===== config.mk =====
export PLATFORM = sky130hd
export DESIGN_NAME = alu_issue
export DESIGN_NICKNAME = d
export VERILOG_FILES = /design/src/rtl/alu_issue.sv
export SDC_FILE = /design/constraint.sdc
export NUM_CORES = 1
export LEC_CHECK = 0
export BUFFER_PORTS_ARGS = -buffer_cell sky130_fd_sc_hd__buf_4
export CORE_MARGIN = 5
export CORE_UTILIZATION = 50
export CTS_BUF_LIST = sky130_fd_sc_hd__clkbuf_8
export DETAILED_ROUTE_END_ITERATION = 10
export GPL_TIMING_DRIVEN = 0
export PLACE_DENSITY = 0.82
export SKIP_CTS_REPAIR_TIMING = 1
export SYNTH_ARGS = -nofsm -noshare
export SYNTH_HDL_FRONTEND = slang
export SYNTH_SLANG_ARGS = --single-unit

===== constraint.sdc =====
create_clock -name clk -period 2.15 [get_ports clk]
set_input_delay 0 -clock clk [delete_from_list [all_inputs] [get_ports clk]]
set_output_delay 0 -clock clk [all_outputs]
set_load 0.02 [all_outputs]

===== src/rtl/alu_issue.sv =====
// RV32I R/I-type ALU issue stage: decodes an instruction into ALU control and
// operands, buffered in an output register plus one skid register.
module alu_issue (
    input  logic        clk,
    input  logic        rst_n,
    input  logic        flush,
    input  logic        in_valid,
    output logic        in_ready,
    input  logic [31:0] in_instr,
    input  logic [31:0] in_rs1_data,
    input  logic [31:0] in_rs2_data,
    output logic        out_valid,
    input  logic        out_ready,
    output logic [3:0]  out_alu_ctl,
    output logic [31:0] out_a,
    output logic [31:0] out_b,
    output logic [4:0]  out_rd,
    output logic        out_illegal
);

    localparam int unsigned XLEN = 32;
    localparam int unsigned CTLW = 4;
    localparam int unsigned RDW  = 5;

    localparam logic [6:0] OP_R    = 7'b0110011;
    localparam logic [6:0] OP_I    = 7'b0010011;
    localparam logic [6:0] F7_ZERO = 7'b0000000;
    localparam logic [6:0] F7_ALT  = 7'b0100000;

    typedef struct packed {
        logic [CTLW-1:0] ctl;
        logic [XLEN-1:0] a;
        logic [XLEN-1:0] b;
        logic [RDW-1:0]  rd;
        logic            illegal;
    } entry_t;

    typedef enum logic [1:0] {EMPTY, ONE, TWO} state_t;

    state_t state_q, state_d;
    entry_t or_q, or_d, sk_q, sk_d, dec;
    logic   in_ready_q, out_valid_q;
    logic   accept;

    logic [2:0] f3;
    logic [6:0] f7;
    logic       alt, zero;
    logic       unused_rs1_field;

    assign f3   = in_instr[14:12];
    assign f7   = in_instr[31:25];
    assign alt  = (f7 == F7_ALT);
    assign zero = (f7 == F7_ZERO);
    assign unused_rs1_field = ^in_instr[19:15];

    // Base funct3 -> ALU control; alt selects SUB / SRA.
    function automatic logic [CTLW-1:0] base_ctl(input logic [2:0] fn3, input logic use_alt);
        logic [CTLW-1:0] c;
        case (fn3)
            3'b000:  c = use_alt ? 4'b0110 : 4'b0010;
            3'b001:  c = 4'b0100;
            3'b010:  c = 4'b1000;
            3'b011:  c = 4'b1001;
            3'b100:  c = 4'b0011;
            3'b101:  c = use_alt ? 4'b0111 : 4'b0101;
            3'b110:  c = 4'b0001;
            default: c = 4'b0000;
        endcase
        return c;
    endfunction

    // Instruction decode into a buffer entry.
    always_comb begin
        dec         = '0;
        dec.a       = in_rs1_data;
        dec.b       = in_rs2_data;
        dec.rd      = in_instr[11:7];
        dec.illegal = 1'b1;
        case (in_instr[6:0])
            OP_R: begin
                if (zero || (alt && (f3 == 3'b000 || f3 == 3'b101))) begin
                    dec.illegal = 1'b0;
                    dec.ctl     = base_ctl(f3, alt);
                end
            end
            OP_I: begin
                dec.b = {{(XLEN-12){in_instr[31]}}, in_instr[31:20]};
                if (!((f3 == 3'b001 && !zero) || (f3 == 3'b101 && !(zero || alt)))) begin
                    dec.illegal = 1'b0;
                    dec.ctl     = base_ctl(f3, alt && (f3 == 3'b101));
                end
            end
            default: dec.illegal = 1'b1;
        endcase
    end

    assign accept = in_valid && in_ready_q;

    // Occupancy FSM and buffer steering; flush overrides accept and pop.
    always_comb begin
        state_d = state_q;
        or_d    = or_q;
        sk_d    = sk_q;
        if (flush) begin
            state_d = EMPTY;
        end else begin
            case (state_q)
                EMPTY: begin
                    if (accept) begin
                        or_d    = dec;
                        state_d = ONE;
                    end
                end
                ONE: begin
                    if (accept && out_ready) begin
                        or_d = dec;
                    end else if (accept) begin
                        sk_d    = dec;
                        state_d = TWO;
                    end else if (out_ready) begin
                        state_d = EMPTY;
                    end
                end
                TWO: begin
                    if (out_ready) begin
                        or_d    = sk_q;
                        state_d = ONE;
                    end
                end
                default: state_d = EMPTY;
            endcase
        end
    end

    always_ff @(posedge clk or negedge rst_n) begin
        if (!rst_n) begin
            state_q     <= EMPTY;
            or_q        <= '0;
            sk_q        <= '0;
            in_ready_q  <= 1'b1;
            out_valid_q <= 1'b0;
        end else begin
            state_q     <= state_d;
            or_q        <= or_d;
            sk_q        <= sk_d;
            in_ready_q  <= (state_d != TWO);
            out_valid_q <= (state_d != EMPTY);
        end
    end

    assign in_ready    = in_ready_q;
    assign out_valid   = out_valid_q;
    assign out_alu_ctl = or_q.ctl;
    assign out_a       = or_q.a;
    assign out_b       = or_q.b;
    assign out_rd      = or_q.rd;
    assign out_illegal = or_q.illegal;

endmodule


## Word-level counts from Yosys, hierarchy flattened

Index checks and enable logic that the tools add are counted.
Widths: inputs -> output; s select.

- Word-level logic and storage cells: 73
- Output and inout port bits: 76
- Bits in registers: 152
- Memories kept: 0
- Input bits: 101
- Memory bits (read-only): 0
- Bits in writable memories: 0
- Latch bits: 0

- Shift operators: 0
- Reductions and logical operators: 19
- Eq/ne operators: 15
- Bitwise gates (word level): 2
- Magnitude comparators: 0
- Multiply operators: 0
- Add/subtract/negate cells: 0
- Muxes and demuxes: 24
- Div/mod/pow operators: 0

Operators with widths:

| cell | count |
|---|---|
| $mux 74 | 3 |
| $pmux 74 s3 | 1 |
| $pmux 4 s7 | 2 |
| $mux 32 | 1 |
| $mux 2 | 8 |
| $eq 7x6->1 const B | 2 |
| $eq 3x3->1 const B | 3 |
| $mux 4 | 2 |
| $ne 2x2->1 const B | 4 |
| $pmux 4 s2 | 1 |
| $eq 7x5->1 const B | 1 |
| $logic_not 7->1 | 1 |
| $eq 3x2->1 const B | 2 |
| $logic_and 1x1->1 | 6 |
| $mux 3 | 2 |
| $pmux 2 s3 | 1 |
| $reduce_and 5->1 | 1 |
| $logic_or 1x1->1 | 4 |
| $reduce_and 4->1 | 1 |
| $eq 3x1->1 const B | 1 |
| $logic_not 3->1 | 1 |
| $reduce_bool 3->1 | 1 |
| $eq 2x1->1 const B | 1 |
| $eq 2x2->1 const B | 1 |
| 6 further kinds | 9 |

## Longest topological paths before layout

- Depth after elaboration: 9
- Depth in mapped cells: 8
- Gate-level depth less buffers: 5

## Least setup slack after synthesis

No wires, ideal clock.

- Path kind: register to register
- From: reg in_ready_q (netlist: in_ready)
- To: reg or_q (netlist bit out_a[0])
- Data arrival time: 1.583 ns
- Buffers on the path: 2
- Clock period less this slack: 1.724 ns
- Data required time: 2.009 ns
- Stages on the path, launching flop included: 7
- Library setup time: 0.141 ns
- Setup slack: 0.426 ns
- Cells stage by stage: dfstp_2 > and3b_1 > nand2_1 > a21oi_1 > buf_2 > clkbuf_1 > a31oi_1

- Word-level cells in the longest chain between the ends: 4
- Elaborated cells on any way between the ends: 5
- Classes of those cells: 2 x eq/ne; 3 x reduce/logical

Ends and longest elaborated chain:

| what | RTL line | source |
|---|---|---|
| from (decl) | 42 | `logic in_ready_q, out_valid_q;` |
| from (signal assigned) | 146 | `in_ready_q <= (state_d != TWO);` |
| $logic_and 1x1->1 * | 97 | `assign accept = in_valid && in_ready_q;` |
| $logic_and 1x1->1 | 115 | `if (accept && out_ready) begin` |
| $ne 2x2->1 (no source line) | -- |  |
| $reduce_and 5->1 (no source line) * | -- |  |
| to (signal assigned) | 144 | `or_q <= or_d;` |
| to (decl) | 41 | `entry_t or_q, or_d, sk_q, sk_d, dec;` |

Every way passes the cells marked *; elsewhere a longest branch is shown, timed or not.
A chain may end at the register's enable or synchronous reset.

## Worst setup path in the final report

- From: reg in_ready_q (netlist: in_ready)
- To: reg sk_q[59] (netlist bit)

- Word-level cells in the longest chain between the ends: 4

Ends and longest elaborated chain:

| what | RTL line | source |
|---|---|---|
| $logic_and 1x1->1 * | 97 |  |
| $logic_and 1x1->1 | 115 |  |
| $not 1->1 (no source line) | -- |  |
| $reduce_and 4->1 (no source line) * | -- |  |
| to (signal assigned) | 145 | `sk_q <= sk_d;` |
| to (decl) | 41 |  |

Marked as above.

==> results.md <==
- The repair_antennas step left the layout with diodes totalling 0.
- The clock tree from TritonCTS is built.
- The share of final-layout standard cells stronger than drive strength 1 is 22.1%.
- The multi-input combinational cells in the finished layout cover a total of around 2600 um2.
- The detailed-route DRC error count is 0.
- The final estimated routing congestion in global placement is around 0.84.
- After clock tree synthesis, the clock-pin slew on the worst setup and hold paths is 0.08 ns.
- The portion of the clock cycle consumed by the worst path in the final layout is 95.3%.
- The synthesized netlist occupies a cell area of 6610 um2.
- The worst path in the final design needs a cycle of roughly 2 ns, including I/O delays and setup.
- The HPWL after detailed placement is 12.6 mm.
- The total negative slack is 0 ns.
- The number of antenna violations at the first check in global routing is 0.
- The root buffer cell chosen for the clock tree is clkbuf_8.
- The die is approximately 120 um wide.
- The critical path class is reg2reg.
- The placeable core region is 13100 um2.
- The setup violation total in the final timing report is 0.
- The uppermost layer routed is met4.
- VDD sags by at most about 0.00056 V.
- Summed over all layers, the routed wires come to ~20 mm.
- The area added between synthesis and finish is 44.1%.
- Of the synthesized area, sequential elements account for 57.6%.
- The filler cell count is 937.
- Registers take 3800 um2.
- The largest total area in the synthesized netlist belongs to dfrtp_1.
- The total grt overflow is 0.
- The final hold violation count came to 0.
- The clock reaches the later pin of the worst-skew pair after 0.45 ns.
- The average instance area after synthesis is 8.72 um2.
- The height of the die is roughly 120 um.
- The standby leakage power is 0.00474 uW.
- For this design, the slowest cell found on the critical path is dfstp_2.
- In the final routed layout, each cell accounts on average for 16.4 um.
- The CTS sink count is ~150.
- The via count of the first global-routing pass was 5930.
- Along the worst path, the maximum fanout reaches 10.
- The stage delay of the slowest cell on the critical path is 0.55 ns.
- The Yosys step of the flow raised 0 warnings.
- The number of clock buffers added by TritonCTS is 17.
- The longest clock path from root to sink contains 2 buffers.
- The global-route usage over all layers is 23.4%.
- The number of levels the H-tree was split into is 4.
- The length of the first detailed-routing pass in iterations is 5.
- The initial cell density of the core is about half.
- By area the synthesized netlist is led by dfrtp_1, nand2_1, nor2_1.
- The worst endpoint required time is 2.55 ns.
- The routed layout has approximately 6.5k vias.
- The net count of the finished layout is 1139.
- The max-capacitance violation count is 0.
- The total non-filler cell area in the finished layout is 9520 um2.
- The area share of the largest cell type after synthesis is a little under three fifths.
- For this design the ratio of total power to cell area is 889 nW/um2.
- Wire segments on met2 add up to approximately 10 mm in the final route.
- The count of nets left with antenna violations once routing finished came out at 0.
- In the post-route analysis, the smallest setup slack over all paths is 0.102 ns.
- The tightest min-delay check is of the in2reg type.
- The max-slew violation count was 0.
- Setup repair after global routing could not meet its margin everywhere.
- Wire segments on met3 add up to 1.15 mm in the final route.
- The nature of the critical path endpoint is a flip-flop.
- The arrival time at the worst endpoint is approximately 2.4 ns.
- The initialized floorplan defines 42 standard-cell rows.
- After synthesis the netlist holds a flip-flop and latch count of 152.
- The final clock skew is 0.00851 ns.
- The number of unique standard cell types used by synthesis is 35.
- The total of buffers placed on input and output ports is 171.
- The first routing iteration left between 600 and 700 violations.
- The tightest slew margin relative to the limit is slightly below 60%.
- For the pin with the worst max-slew slack, the measured transition is 0.605 ns.
- The worst setup path is launched from a flip-flop.
- The number of top-level pins is 177.
- Derived from the worst setup path, the maximum achievable clock frequency is 0.488 GHz.
- The die covers ~16000 um2.
- The global-route wire length before repair is 29.8 mm.
- The run finished with clean final reports.
- The met1 wire length is slightly above 8 mm.
- Prior to clock tree synthesis, the placed netlist has a worst setup slack of -0.0302 ns.
- The average via count per standard cell is 5.32.
- Entering global routing, the biggest net connects 92 pins.
- The number of cells produced by synthesis is 758.
- The placed instances occupy a cell area of 8150 um2.
- Walking the worst path, the cells encountered are and3b_1, and3_1, clkbuf_1, clkbuf_1, nand2_1, nand2_1.
- The number of nets handed over by synthesis was 859.
-- cells by family (layout without fill, tap and decap cells) --
| group | count (synthesis) | after routing | synth area share, % |
|---|---|---|---|
| buffers and inverters | 56 | 349 | 3.48 |
| XOR/XNOR | 2 | 2 | 0.265 |
| multiplexers | 11 | 11 | 1.67 |
| flip-flops | 152 | 152 | 57.6 |
| AND/OR/NAND/NOR | 361 | 361 | 21.7 |
| AO/OA/AOI/OAI | 176 | 176 | 15.3 |
-- sequential cells by signal, indices dropped and copies added (netlist names) --
| register | flops |
|---|---|
| sk_q | 74 |
| out_a | 32 |
| out_b | 32 |
| out_rd | 5 |
| out_alu_ctl | 4 |
| state_q | 2 |
| in_ready | 1 |
| out_illegal | 1 |
| out_valid | 1 |
-- routing by layer --
| metal | global-route usage [%] | vias to the layer above |
|---|---|---|
| met3 | 6.10 | 44 |
| met4 | 9.50 | 0 |
| met2 | 37.2 | 246 |
| met1 | 30.8 | 3158 |
| met5 | 0 | - |
| li1 | - | 3083 |
-- cell usage in the layout, fill, tap and decap left out, types with 12 or more instances in the layout --
cell             n
nand2_1        259
buf_4          171
dfrtp_1        151
dlygate4sd3_1   89
nor2_1          78
a21oi_1         47
a31oi_1         38
o21ai_0         36
clkbuf_1        29
o21ai_1         25
clkbuf_8        17
buf_2           12
a21o_1          12
-- synth_stat cells (all sizes together) --
cell / number
or3: 3
a21o: 12
o21a: 1
nor4bb: 1
o21ai: 61
o211ai: 2
buf: 16
nand3: 4
o32ai: 1
xnor2: 1
inv: 2
nand2: 259
a211oi: 11
dfrtp: 151
nor2: 78
clkbuf: 38
nor2b: 3
nand2b: 4
mux2i: 11
xor2: 1
nand4b: 3
and3b: 1
nor3b: 1
dfstp: 1
a21oi: 49
a31oi: 38
and3: 1
o31ai: 1
nor4: 1
or4: 2
-- final cells by class --
class,instances,share of cell area (%)
sequential,152,40.0
clock buffer,17,2.46
multi-input combinational,550,27.1
tap,176,2.31
timing repair buffer,261,23.2
buffer,54,2.50
clock inverter,15,2.46
inverter,2,0.0788
-- power by group --
part | switching, uW | leakage (uW) | internal, uW | total, uW
clock network | 1060 | 0.000234 | 1480 | 2550
registers | 365 | 0.00184 | 3520 | 3880
logic | 1110 | 0.00268 | 926 | 2040
-- worst max-delay path, delay by kind of cell (launching register included) --
| kind | cells | cell delay [ns] |
|---|---|---|
| buffers and inverters | 2 | 0.85 |
| DFF | 1 | 0.55 |
| and+or+nand+nor | 4 | 0.60 |
-- path summary, 6_finish.rpt --
path / startpoint / slack (ns) / depth (start not counted) / endpoint
max: in_ready / 0.10 / 6 / sk_q[59]
min: in_instr[29] / 0.03 / 4 / sk_q[70]
max reg2reg: in_ready / 0.10 / 6 / sk_q[59]
min reg2reg: sk_q[39] / 0.48 / 2 / sk_q[39]
max in group asynchronous: rst_n / 1.17 / 3 / sk_q[29]
min in group asynchronous: rst_n / 0.09 / 2 / out_b[8]
-- stage by stage --
| step | utilization (%) | hold slack [ns] | cells | total power, uW |
|---|---|---|---|---|
| floorplan | - | -0.296 | 758 | 4880 |
| global placement | 62.0 | 0.195 | 1105 | 5710 |
| detailed placement | 62.3 | 0.0279 | 1106 | 5790 |
| CTS | 65.8 | -0.477 | 1138 | 8330 |
| global route | 72.8 | 0.0333 | 1227 | 8890 |
| finish | 72.8 | 0.0349 | 1227 | 8470 |
Power figures use the tool's default switching activity.
